$ cat src/rtl/mau_core_param.sv
// Parametrised math accelerator core: chunk-streamed operands, ADD/SUB/MUL/MAC, chunk-streamed result.
// Optional signed arithmetic is enabled by defining MAU_SIGNED_EN.
module mau_core_param #(
    parameter int unsigned DATA_W  = 8,
    parameter int unsigned CHUNK_W = 4
) (
    input  logic               clk,
    input  logic               rst,
    input  logic               start,
    input  logic [1:0]         op,
    input  logic               acc_clr,
    input  logic               op_signed,
    input  logic               in_valid,
    input  logic [CHUNK_W-1:0] in_data,
    output logic               in_ready,
    output logic               out_valid,
    output logic [CHUNK_W-1:0] out_data,
    input  logic               out_ready,
    output logic               busy,
    output logic               ovf
);
    localparam int unsigned RES_W     = 2 * DATA_W;
    localparam int unsigned IN_BEATS  = DATA_W / CHUNK_W;
    localparam int unsigned OUT_BEATS = RES_W / CHUNK_W;
    localparam int unsigned CNT_W     = $clog2(RES_W);

    typedef enum logic [2:0] {IDLE, LOAD_A, LOAD_B, EXEC, DRAIN} state_t;

    state_t             state_q, state_d;
    logic [1:0]         op_q, op_d;
    logic               sgn_q, sgn_d;
    logic [DATA_W-1:0]  a_q, a_d, b_q, b_d;
    logic [CNT_W-1:0]   cnt_q, cnt_d;
    logic [RES_W-1:0]   acc_q, acc_d, res_q, res_d;
    logic [RES_W-1:0]   mcand_q, mcand_d, prod_q, prod_d;
    logic               ovf_q, ovf_d, out_valid_q, out_valid_d;

    logic [RES_W-1:0]   a_ext, b_ext, sum, diff, prod_nx;
    logic [RES_W:0]     mac;
    logic               last_step;

`ifndef MAU_SIGNED_EN
    logic unused_op_signed;
    assign unused_op_signed = op_signed;
`endif

    always_ff @(posedge clk or posedge rst) begin
        if (rst) begin
            state_q     <= IDLE;
            op_q        <= '0;
            sgn_q       <= 1'b0;
            a_q         <= '0;
            b_q         <= '0;
            cnt_q       <= '0;
            acc_q       <= '0;
            res_q       <= '0;
            mcand_q     <= '0;
            prod_q      <= '0;
            ovf_q       <= 1'b0;
            out_valid_q <= 1'b0;
        end else begin
            state_q     <= state_d;
            op_q        <= op_d;
            sgn_q       <= sgn_d;
            a_q         <= a_d;
            b_q         <= b_d;
            cnt_q       <= cnt_d;
            acc_q       <= acc_d;
            res_q       <= res_d;
            mcand_q     <= mcand_d;
            prod_q      <= prod_d;
            ovf_q       <= ovf_d;
            out_valid_q <= out_valid_d;
        end
    end

    // Datapath helpers; the last multiply step subtracts when the multiplier MSB is a sign bit.
    always_comb begin
        a_ext     = {{DATA_W{sgn_q & a_q[DATA_W-1]}}, a_q};
        b_ext     = {{DATA_W{sgn_q & b_q[DATA_W-1]}}, b_q};
        sum       = a_ext + b_ext;
        diff      = a_ext - b_ext;
        last_step = (cnt_q == CNT_W'(DATA_W - 1));
        if (last_step && sgn_q && b_q[0]) prod_nx = prod_q - mcand_q;
        else                              prod_nx = prod_q + (b_q[0] ? mcand_q : '0);
        mac       = {1'b0, acc_q} + {1'b0, prod_nx};
    end

    always_comb begin
        state_d     = state_q;
        op_d        = op_q;
        sgn_d       = sgn_q;
        a_d         = a_q;
        b_d         = b_q;
        cnt_d       = cnt_q;
        acc_d       = acc_q;
        res_d       = res_q;
        mcand_d     = mcand_q;
        prod_d      = prod_q;
        ovf_d       = ovf_q;
        out_valid_d = out_valid_q;
        case (state_q)
            IDLE: begin
                if (acc_clr) acc_d = '0;
                if (start) begin
                    op_d    = op;
`ifdef MAU_SIGNED_EN
                    sgn_d   = op_signed;
`else
                    sgn_d   = 1'b0;
`endif
                    ovf_d   = 1'b0;
                    cnt_d   = '0;
                    state_d = LOAD_A;
                end
            end
            LOAD_A: begin
                if (in_valid) begin
                    a_d   = DATA_W'({in_data, a_q} >> CHUNK_W);
                    cnt_d = cnt_q + CNT_W'(1);
                    if (cnt_q == CNT_W'(IN_BEATS - 1)) begin
                        cnt_d   = '0;
                        state_d = LOAD_B;
                    end
                end
            end
            LOAD_B: begin
                if (in_valid) begin
                    b_d   = DATA_W'({in_data, b_q} >> CHUNK_W);
                    cnt_d = cnt_q + CNT_W'(1);
                    if (cnt_q == CNT_W'(IN_BEATS - 1)) begin
                        cnt_d   = '0;
                        mcand_d = a_ext;
                        prod_d  = '0;
                        state_d = EXEC;
                    end
                end
            end
            EXEC: begin
                if (!op_q[1]) begin
                    res_d       = op_q[0] ? diff : sum;
                    if (sgn_q && !op_q[0])
                        ovf_d = (a_q[DATA_W-1] == b_q[DATA_W-1]) && (sum[DATA_W-1] != a_q[DATA_W-1]);
                    else if (sgn_q)
                        ovf_d = (a_q[DATA_W-1] != b_q[DATA_W-1]) && (diff[DATA_W-1] != a_q[DATA_W-1]);
                    else if (!op_q[0])
                        ovf_d = sum[DATA_W];
                    else
                        ovf_d = (a_q < b_q);
                    out_valid_d = 1'b1;
                    state_d     = DRAIN;
                end else begin
                    prod_d  = prod_nx;
                    mcand_d = mcand_q << 1;
                    b_d     = b_q >> 1;
                    cnt_d   = cnt_q + CNT_W'(1);
                    if (last_step) begin
                        cnt_d       = '0;
                        out_valid_d = 1'b1;
                        state_d     = DRAIN;
                        if (op_q[0]) begin
                            acc_d = mac[RES_W-1:0];
                            res_d = mac[RES_W-1:0];
                            ovf_d = mac[RES_W];
                        end else begin
                            res_d = prod_nx;
                            ovf_d = 1'b0;
                        end
                    end
                end
            end
            DRAIN: begin
                if (out_ready) begin
                    res_d = res_q >> CHUNK_W;
                    cnt_d = cnt_q + CNT_W'(1);
                    if (cnt_q == CNT_W'(OUT_BEATS - 1)) begin
                        cnt_d       = '0;
                        out_valid_d = 1'b0;
                        state_d     = IDLE;
                    end
                end
            end
            default: state_d = IDLE;
        endcase
    end

    assign in_ready  = (state_q == LOAD_A) || (state_q == LOAD_B);
    assign busy      = (state_q != IDLE);
    assign out_valid = out_valid_q;
    assign out_data  = res_q[CHUNK_W-1:0];
    assign ovf       = ovf_q;
endmodule

$ cat config.mk
export PLATFORM = sky130hd
export DESIGN_NAME = mau_core_param
export DESIGN_NICKNAME = d
export VERILOG_FILES = /design/src/rtl/mau_core_param.sv
export SDC_FILE = /design/constraint.sdc
export NUM_CORES = 1
export LEC_CHECK = 0
export ABC_AREA = 1
export CAP_MARGIN = 30
export CORE_MARGIN = 2
export CORE_UTILIZATION = 63
export DETAILED_ROUTE_END_ITERATION = 8
export MAX_ROUTING_LAYER = met4
export PLACE_DENSITY = 0.81
export SLEW_MARGIN = 20
export SYNTH_ARGS = -nofsm -noshare
export SYNTH_HDL_FRONTEND = slang
export SYNTH_SLANG_ARGS = --single-unit
$ cat constraint.sdc
create_clock -name clk -period 6.3 [get_ports clk]
set_input_delay 0.63 -clock clk [delete_from_list [all_inputs] [get_ports clk]]
set_output_delay 0.63 -clock clk [all_outputs]
set_load 0.05 [all_outputs]
==> results.cfg <==
[outcome]
status = completed

[floorplan]
die_w_um = 110
fp-row-count = 38
ios = 21
die_area_mm2 = 0.0121
core_mm2 = 0.0109
die_h_um = 110
start_util_pct = 64.9

[synth]
ys.warnings.count = 0
syn-num-nets = 1113
synth.cell_area_mm2 = 0.00710
synth_edf_count = 0
synth-seq-area-share_pct = 32.1
netlist_instances = 1046
synth_ff_type = dfrtp_1
async_reset_ff_share_pct = 100
avgSynthCellArea_um2 = 6.79
ys_ff_latch = 91
synth.distinct_cells = 46

[timing]
final_max_slew_viol_count = 0
rsz0062_at_grt = false
hold_viol = 0
worst_clock_skew_ns = 0.00838
period_minus_slack_ns = 3.80
timing.setup.tns_ns = 0
period_share_pct = 60.3
fmax_ghz = 0.263
setup_viol = 0
worst_pin_slew_ns = 0.752
relSlewSlack_pct = 49.9

[run]
cap_violations = 0

[global_routing]
grt_pass1_vias = 6117
grt_start_max_net_pins = 59
antenna_found_initial = 0
grt_pass1_wl_um = 29300
grt-ovfl-total = 0
grt_use_total_pct = 32.6

[critical_path]
r2r_start = b_q[0]$_DFFE_PP0P_
cp_max_fo = 19
crit_slowest_cell = dfrtp_1
worstPathArrival_ns = 4.05
rrSetupSlack_ns = 2.50
cp-endpoint = res_q[15]$_DFFE_PP0P_
startpoint = b_q[0]$_DFFE_PP0P_
start_kind = flip-flop
path_class = flip-flop to flip-flop
cp_data_required_time_ns = 6.55
reg2regPathDepth = 21
end_kind = flip-flop
slowest_delay_ns = 0.63
r2r-end = res_q[15]$_DFFE_PP0P_
critPathMostFrequentCell = nand2_1
path_cells = nand2_1, inv_1, ha_1, fa_1, nand3_1, nand3_1, nand2_1, nand2_1, nand3_1, nand2_1, nand2_1, nand2_1, ha_1, inv_1, nor3_1, and2_1, nand2_1, nand3_1, nand3_1, nand3_1, nand2_1

[min_path]
hold_path_class = flip-flop to flip-flop

[routing]
drt_wl_total_um = 18200
dr.pass1.iters = 5
vias = 6697
wl_per_cell_um = 15.2
first_iter_violations = 525
via_per_inst = 5.59
drc = 0
postRouteAntennaNets = 0

[layout]
drive_gt1_share_pct = 4.91
final_common_cell = nand2_1
fin_area_mm2 = 0.00765
final_nets = 1121
fill_cells = 983
layout_common_cells = nand2_1, inv_1, nand3_1
n_antenna_cell = 0
syn_to_final_growth_pct = 7.77

[clocking]
cts_hold_buf = 0
post-cts-setup-buffers = 0
cts.path.max_buffers = 2
tritoncts = built
tritoncts.num_buffers = 9
clkSinkCount = 91
postCtsResizedCells = 0
cts_root_buf = clkbuf_16
htreeDepth = 3
clock_latency_ns = 0.37
path_clk_slew_ns = 0.07

[placement]
place_area_mm2 = 0.00733
gp_congestion = 0.979
io_buffer_count = 19
dp_hpwl_um = 13700
==> routing by layer <==
metal	GRT usage (%)	vias up	part of all wire (%)
li1	-	3387	-
met1	40.9	3089	44
met2	54.3	192	48
met3	5.35	29	5.9
met4	9.82	0	2.1
met5	-	-	0
==> synthesized netlist by cell type, types with 2 or more instances <==
library cell	n	area share [%]
nand2_1	321	17
inv_1	157	8.3
nand3_1	96	6.8
dfrtp_1	91	32
nor2_1	74	3.9
ha_1	50	8.8
a21oi_1	46	3.2
o21ai_0	45	3.2
o22ai_1	20	1.8
o211ai_1	15	1.6
o21ai_1	13	0.92
nand4_1	11	0.97
nand3b_1	9	0.95
buf_2	8	0.56
and2_1	7	0.62
clkbuf_1	7	0.37
buf_4	6	0.63
inv_2	6	0.32
nand2_2	6	0.53
nor3_1	6	0.42
nor2_2	5	0.44
xor2_1	5	0.62
fa_1	4	1.1
a21o_1	3	0.32
a22o_1	3	0.37
nand2_4	3	0.48
o21a_1	3	0.32
a22oi_1	2	0.21
a31oi_1	2	0.18
buf_6	2	0.32
inv_4	2	0.18
mux2_2	2	0.32
nor2_4	2	0.32
or2_2	2	0.18
==> worst max-delay path: cells and delay by family, from the launching register on <==
family | cells | cell delay, ns
buffers and inverters | 2 | 0.13
DFF | 1 | 0.63
adders and majority gates | 3 | 1.03
and+or+nand+nor | 16 | 1.90
==> worst min-delay path by stage <==
stage                          from                    to  slack (ns)  cells past startpoint
4_1_cts        res_q[6]$_DFFE_PP0P_  res_q[6]$_DFFE_PP0P_        0.48                      2
3_3_place_gp   res_q[6]$_DFFE_PP0P_  res_q[6]$_DFFE_PP0P_        0.46                      2
2_1_floorplan  res_q[6]$_DFFE_PP0P_  res_q[6]$_DFFE_PP0P_        0.44                      2
5_1_grt        res_q[3]$_DFFE_PP0P_  res_q[3]$_DFFE_PP0P_        0.51                      2
3_5_place_dp   res_q[6]$_DFFE_PP0P_  res_q[6]$_DFFE_PP0P_        0.46                      2
6_report       res_q[6]$_DFFE_PP0P_  res_q[6]$_DFFE_PP0P_        0.48                      2
==> layout make-up <==
type                       instances  area [µm²]  area share, %
clock buffer                       9         225           2.94
clock inverter                     7        92.6           1.21
inverter                         167         639           8.36
multi-input combinational        764        4040           52.7
sequential                        91        2280           29.8
tap                              140         175           2.29
timing repair buffer              21         205           2.68
==> per-stage QoR <==
stage                     hold WS, ns  utilization (%)  setup WS (ns)  std cells
final                           0.477             70.0           2.50       1199
after global routing            0.506             70.0           2.14       1199
after CTS                       0.479             70.0           2.52       1199
after detailed placement        0.460             67.0           2.56       1183
after global placement          0.458             67.0           2.61       1183
after floorplan                 0.444                -           3.10       1046
==> flip-flops by register name, summed over array words and instances, names as in the netlist <==
register and cells:
prod_q 16, res_q 16, mcand_q 16, state_q 3
cnt_q 4, a_q 8, out_valid 1, b_q 8
op_q 2, ovf 1, acc_q 16
==> cells by family after synthesis <==
group / count (synthesis) / synth area share, %
AO/OA/AOI/OAI: 157 / 12.7
adder cells (fa/ha/maj): 54 / 9.94
multiplexers: 2 / 0.317
XOR/XNOR: 6 / 0.740
buffers and inverters: 191 / 11.1
AND/OR/NAND/NOR: 545 / 33.2
flip-flops: 91 / 32.1
Power is left out: the tool's default activity adds up to more than one toggle a clock period on the data nets, which glitch-free logic cannot reach.
